==> src/rtl/clock_pkg.sv <==
// Shared types and timing defaults for the clock/calendar chain
// (seconds/minutes now, hour/alarm blocks later).
package clock_pkg;

    localparam int CLK_HZ_DEF          = 50_000_000;
    localparam int DEBOUNCE_CYCLES_DEF = 500_000;
    localparam int REPEAT_DELAY_DEF    = 25_000_000;
    localparam int REPEAT_PERIOD_DEF   = 5_000_000;

    typedef enum logic [1:0] {
        ST_IDLE,
        ST_DELAY,
        ST_REPEAT
    } adj_state_e;

    // Bits needed for a counter spanning 0..n-1, never narrower than one bit.
    function automatic int cnt_width(input int n);
        return (n <= 2) ? 1 : $clog2(n);
    endfunction

endpackage

==> src/rtl/btn_debounce.sv <==
// Two-flop synchroniser plus stable-count debouncer for the adjust button.
// level_o is the registered debounced level; rise_o flags the edge at which it will rise.
module btn_debounce
    import clock_pkg::*;
#(
    parameter int DEBOUNCE_CYCLES = DEBOUNCE_CYCLES_DEF
) (
    input  logic clk,
    input  logic clear,
    input  logic btn_raw_i,
    output logic level_o,
    output logic rise_o
);

    localparam int CW = cnt_width(DEBOUNCE_CYCLES);
    localparam logic [CW-1:0] CNT_LAST = CW'(DEBOUNCE_CYCLES - 1);

    logic          s1_q;
    logic          s2_q;
    logic          level_q;
    logic          level_d;
    logic [CW-1:0] cnt_q;
    logic [CW-1:0] cnt_d;
    logic          accept;

    assign accept = (s2_q != level_q) && (cnt_q == CNT_LAST);

    always_comb begin
        // NOTE: every output of a combinational block gets a default first, so no path infers a latch.
        cnt_d   = '0;
        level_d = level_q;
        if (s2_q != level_q) begin
            if (accept) begin
                level_d = s2_q;
            end else begin
                cnt_d = cnt_q + CW'(1);
            end
        end
    end

    always_ff @(posedge clk or posedge clear) begin
        if (clear) begin
            s1_q    <= 1'b0;
            s2_q    <= 1'b0;
            level_q <= 1'b0;
            cnt_q   <= '0;
        end else begin
            // NOTE: sequential state uses non-blocking assignments so every flop samples pre-edge values.
            // NOTE: s1_q may go metastable on the asynchronous input; only s2_q feeds logic.
            s1_q    <= btn_raw_i;
            s2_q    <= s1_q;
            level_q <= level_d;
            cnt_q   <= cnt_d;
        end
    end

    // Combinational so the top can register its press pulse on the same edge the level rises.
    assign rise_o  = accept && s2_q;
    assign level_o = level_q;

endmodule

==> src/rtl/clock_tick_ctrl.sv <==
// Seconds prescaler and adjust-button pulse generator (press, delay, auto-repeat)
// feeding the counter60 chain; time is frozen while the button is held.
module clock_tick_ctrl
    import clock_pkg::*;
#(
    parameter int CLK_HZ          = CLK_HZ_DEF,
    parameter int DEBOUNCE_CYCLES = DEBOUNCE_CYCLES_DEF,
    parameter int REPEAT_DELAY    = REPEAT_DELAY_DEF,
    parameter int REPEAT_PERIOD   = REPEAT_PERIOD_DEF
) (
    input  logic clk,
    input  logic clear,
    input  logic run_en,
    input  logic btn_raw,
    output logic sec_tick,
    output logic adj_pulse,
    output logic adj_held
);

    localparam int PW = cnt_width(CLK_HZ);
    localparam int RW = cnt_width((REPEAT_DELAY > REPEAT_PERIOD) ? REPEAT_DELAY : REPEAT_PERIOD);
    localparam logic [PW-1:0] PRESC_LAST = PW'(CLK_HZ - 1);
    localparam logic [RW-1:0] DELAY_LOAD = RW'(REPEAT_DELAY - 1);
    localparam logic [RW-1:0] RPT_LOAD   = RW'(REPEAT_PERIOD - 1);

    logic          level;
    logic          rise;
    adj_state_e    state_q;
    logic [RW-1:0] rpt_q;
    logic          adj_pulse_q;
    logic [PW-1:0] presc_q;
    logic [PW-1:0] presc_d;
    logic          sec_tick_q;
    logic          sec_tick_d;

    btn_debounce #(
        .DEBOUNCE_CYCLES(DEBOUNCE_CYCLES)
    ) u_btn_debounce (
        .clk      (clk),
        .clear    (clear),
        .btn_raw_i(btn_raw),
        .level_o  (level),
        .rise_o   (rise)
    );

    // rpt_q counts down to zero; a pulse fires on the edge it is found at zero.
    always_ff @(posedge clk or posedge clear) begin
        if (clear) begin
            state_q     <= ST_IDLE;
            rpt_q       <= '0;
            adj_pulse_q <= 1'b0;
        end else begin
            adj_pulse_q <= 1'b0;
            unique case (state_q)
                ST_IDLE: begin
                    if (rise) begin
                        adj_pulse_q <= 1'b1;
                        rpt_q       <= DELAY_LOAD;
                        state_q     <= ST_DELAY;
                    end
                end
                ST_DELAY, ST_REPEAT: begin
                    if (!level) begin
                        // Release beats a coincident expiry: no pulse on let-go.
                        rpt_q   <= '0;
                        state_q <= ST_IDLE;
                    end else if (rpt_q == '0) begin
                        adj_pulse_q <= 1'b1;
                        rpt_q       <= RPT_LOAD;
                        state_q     <= ST_REPEAT;
                    end else begin
                        rpt_q <= rpt_q - RW'(1);
                    end
                end
                default: begin
                    rpt_q   <= '0;
                    state_q <= ST_IDLE;
                end
            endcase
        end
    end

    // Gating on rise as well as level keeps a tick from landing on the press pulse.
    always_comb begin
        presc_d    = presc_q;
        sec_tick_d = 1'b0;
        if (level || rise) begin
            presc_d = '0;
        end else if (run_en) begin
            if (presc_q == PRESC_LAST) begin
                presc_d    = '0;
                sec_tick_d = 1'b1;
            end else begin
                presc_d = presc_q + PW'(1);
            end
        end
    end

    always_ff @(posedge clk or posedge clear) begin
        if (clear) begin
            presc_q    <= '0;
            sec_tick_q <= 1'b0;
        end else begin
            presc_q    <= presc_d;
            sec_tick_q <= sec_tick_d;
        end
    end

    assign sec_tick  = sec_tick_q;
    assign adj_pulse = adj_pulse_q;
    assign adj_held  = level;

endmodule

==> config.mk <==
export PLATFORM = sky130hd
export DESIGN_NAME = clock_tick_ctrl
export DESIGN_NICKNAME = d
export VERILOG_FILES = /design/src/rtl/clock_pkg.sv /design/src/rtl/btn_debounce.sv /design/src/rtl/clock_tick_ctrl.sv
export SDC_FILE = /design/constraint.sdc
export NUM_CORES = 1
export LEC_CHECK = 0
export CORE_MARGIN = 2
export CORE_UTILIZATION = 38
export CTS_CLUSTER_DIAMETER = 200
export DETAILED_ROUTE_END_ITERATION = 10
export PLACE_DENSITY = 0.55
export SYNTH_ARGS = -nofsm -noshare
export SYNTH_HDL_FRONTEND = slang
export SYNTH_HIERARCHICAL = 1
export SYNTH_SLANG_ARGS = --single-unit
==> constraint.sdc <==
create_clock -name clk -period 5.55 [get_ports clk]
set_clock_uncertainty 0.05 [all_clocks]
set_input_delay 1.11 -clock clk [delete_from_list [all_inputs] [get_ports clk]]
set_output_delay 1.11 -clock clk [all_outputs]
set_load 0.03 [all_outputs]
==> reports/metrics.yaml <==
global_routing:
  track_usage_pct: 17.16
  grt_pass1_vias: 3164
  grt_max_degree: 56
  grt_first_pass_wirelength_mm: 15.92
  grt_antenna_before_repair: 0
  overflow: 0
clocking:
  cts.root.buffer_cell: "clkbuf_8"
  cts_tree: "done"
  clockBufferDepth: 2
  cts_max_level: 3
  cts_setup_buffers: 0
  cts.clk_slew.worst_paths_ns: 0.07
  cts_buffers: 9
  clk_latency_ns: 0.37
  cts_resized: 0
  cts_sinks: 77
  ctsHoldBuffers: 0
timing:
  maxSlewViolCount: 0
  clock.fmax_mhz: 236.9
  hold_viol: 0
  hold-worst-slack_ns: 0.3054
  fin_crit_ns: 4.222
  relSlewSlack_pct: 29.81
  tightest_slew_ns: 1.051
  setup_ws_ns: 1.328
  rsz0062_at_grt: "false"
  setup_violations: 0
  fin_crit_sh_pct: 76.06
  tns_ns: 0
setup_path:
  r2r_slack_ns: 1.33
  endpoint_kind: "flip-flop"
  path_max_fanout: 18
  worstPathRequired_ns: 5.76
  startpoint_type: "flip-flop"
  crit_type: "reg2reg"
  timing.rr.start: "u_btn_debounce/cnt_q[11]$_DFF_PP0_"
  ff2ff_path_depth: 9
  r2r_end: "rpt_q[5]$_DFFE_PP0P_"
  critPathArrivalTime_ns: 4.43
die:
  die_y_um: 109.0
  die_w_um: 109.0
  rows: 38
  pin_count: 7
  core_area_um2: 10790
  initial_core_util_pct: 38.80
  dieArea_um2: 11880
synthesis:
  yosys-top-cells-area: "dfrtp_1 46%, nor2_1 5.3%, xor2_1 4.2%"
  synth.most_common_cell: "dfrtp_1"
  ys_seq_area_share_pct: 46.01
  synth_largest_area_cell: "dfrtp_1"
  netlist_area_um2: 4188
  avgSynthCellArea_um2: 9.672
  yosys.area.top_type_share_pct: 46.01
  synth_commonest_cells: "77 x dfrtp_1, 59 x nor2_1, 36 x nand2_1"
  synth_edf_count: 0
  yosysUniqueCellTypes: 65
  synthCells: 433
  ys_seq_elements: 77
  ys.flop_type: "dfrtp_1"
  synth_nets: 442
  synth-async-reset-ratio_pct: 100.0
  yosysWarnings: 6
power:
  power_frac_comb_pct: 5.8
  switching_share_pct: 25.04
  p_sw_w: 0.0002679
  p_leak_nw: 2.002
  clockPowerShare_pct: 37.5
  p_int_w: 0.0008019
  peakVddDrop_mv: 0.1009
  total_power_w: 0.001070
  pwr-share-seq_pct: 56.7
  p_per_area_nw_per_um2: 235.4
routing:
  drtPass1Iterations: 4
  wl_per_cell_um: 15.39
  drt_iter0_drc: 208
  drc: 0
  drtAntennaViolNets: 0
  drt_wl_total_mm: 8.957
  vias_per_cell: 5.610
  vias: 3265
layout:
  area.growth.synth_to_final_pct: 8.515
  fin_util_pct: 42.11
  antennaDiodeCount: 0
  layout.nets: 447
  drive_gt1_share_pct: 9.050
min_path:
  hold_end: "u_btn_debounce/s2_q$_DFF_PP0_"
  worstHoldStart: "u_btn_debounce/s1_q$_DFF_PP0_"
  min-delay-path-class: "reg2reg"
  min_path_cells: 0
place:
  gp_congestion: 0.7970
  hpwlAfterDp_mm: 6.022
  port_buffers: 6
  pre_cts_ws_ns: 1.345
job:
  drv_cap: 0
run_status:
  outcome: "complete, no violations"
-- layout by cell type, fill, tap and decap left out, types with 5 or more instances in the layout --
master            n
a21oi_1          16
a31oi_1           5
dfrtp_1          77
clkbuf_8         12
nand4_1          18
inv_1             8
o21ai_0          19
nand3_1          15
nor2_1           59
or3_1             8
nor4_1            8
ha_1              5
and4_1           11
nand2_1          36
nor3_1           15
and3_1            7
xor2_1           20
clkdlybuf4s50_1   6
xnor2_1          18
-- power groups by stage --
stage          clock network [W]  logic [W]  registers [W]
2_1_floorplan                  0  0.0000475       0.000611
3_3_place_gp                   0  0.0000629       0.000616
3_5_place_dp                   0  0.0000628       0.000617
4_1_cts                 0.000417  0.0000638       0.000606
5_1_grt                 0.000440  0.0000735       0.000610
6_report                0.000401  0.0000620       0.000606
-- kinds of logic after synthesis --
family                     Yosys count  share of synthesized area (%)
and+or+nand+nor                    213                          29.22
AOI/OAI and AO/OA                   76                          12.37
DFF                                 77                          46.01
xor gates and xnor gates            38                          7.947
buffers and inverters               22                          2.330
adders and majority gates            5                          1.494
muxes                                2                         0.6273
-- registers in the layout, indices dropped and copies added (netlist names) --
signal	flops
sec_tick	1
u_btn_debounce/s1_q	1
u_btn_debounce/s2_q	1
u_btn_debounce/cnt_q	19
presc_q	26
u_btn_debounce/level_o	1
state_q	2
adj_pulse	1
rpt_q	25
-- layer usage --
| metal | routed length, µm | track usage, % | vias up | part of all wire, % |
|---|---|---|---|---|
| li1 | - | - | 1597 | - |
| met1 | 4619 | 25.10 | 1611 | 52 |
| met2 | 3825 | 24.18 | 42 | 43 |
| met3 | 311 | 3.586 | 15 | 3.5 |
| met4 | 201 | 7.784 | 0 | 2.2 |
| met5 | 0 | 0 | - | 0 |
-- critical path, cell delays in order (launching register included) --
cell and delay (ns):
dfrtp_1 0.44, nor4_2 0.29, nand2_1 0.15, or4_4 0.56, nor3b_1 0.86, nor2b_2 0.35, or3_1 0.70, nor2_2 0.26
a21oi_1 0.28, o311ai_0 0.17
-- cell type report --
cell class,count,area [µm²]
Inverter,9,33.78
Sequential cell,77,1927
Clock buffer,14,172.7
Timing Repair Buffer,7,67.56
Clock inverter,1,5.005
Multi-Input combinational cell,334,2163
Tap cell,140,175.2
Fill cell,1029,6248
-- worst max path at each step --
| stage | slack [ns] | start | cells past startpoint | endpoint |
|---|---|---|---|---|
| 3_5_place_dp | 1.34 | u_btn_debounce/cnt_q[11]$_DFF_PP0_ | 9 | rpt_q[5]$_DFFE_PP0P_ |
| 2_1_floorplan | 2.62 | u_btn_debounce/cnt_q[11]$_DFF_PP0_ | 12 | rpt_q[5]$_DFFE_PP0P_ |
| 3_3_place_gp | 1.46 | u_btn_debounce/cnt_q[11]$_DFF_PP0_ | 9 | rpt_q[5]$_DFFE_PP0P_ |
| 4_1_cts | 1.34 | u_btn_debounce/cnt_q[11]$_DFF_PP0_ | 9 | rpt_q[5]$_DFFE_PP0P_ |
| 6_report | 1.33 | u_btn_debounce/cnt_q[11]$_DFF_PP0_ | 9 | rpt_q[5]$_DFFE_PP0P_ |
| 5_1_grt | 0.94 | u_btn_debounce/cnt_q[11]$_DFF_PP0_ | 9 | rpt_q[5]$_DFFE_PP0P_ |
-- stage by stage --
stage               std cells  cell area (µm²)
floorplan                 433             4188
global route              582             4544
detailed placement        567             4367
global placement          567             4367
finish                    582             4544
CTS                       582             4544
Power figures use the tool's default switching activity.
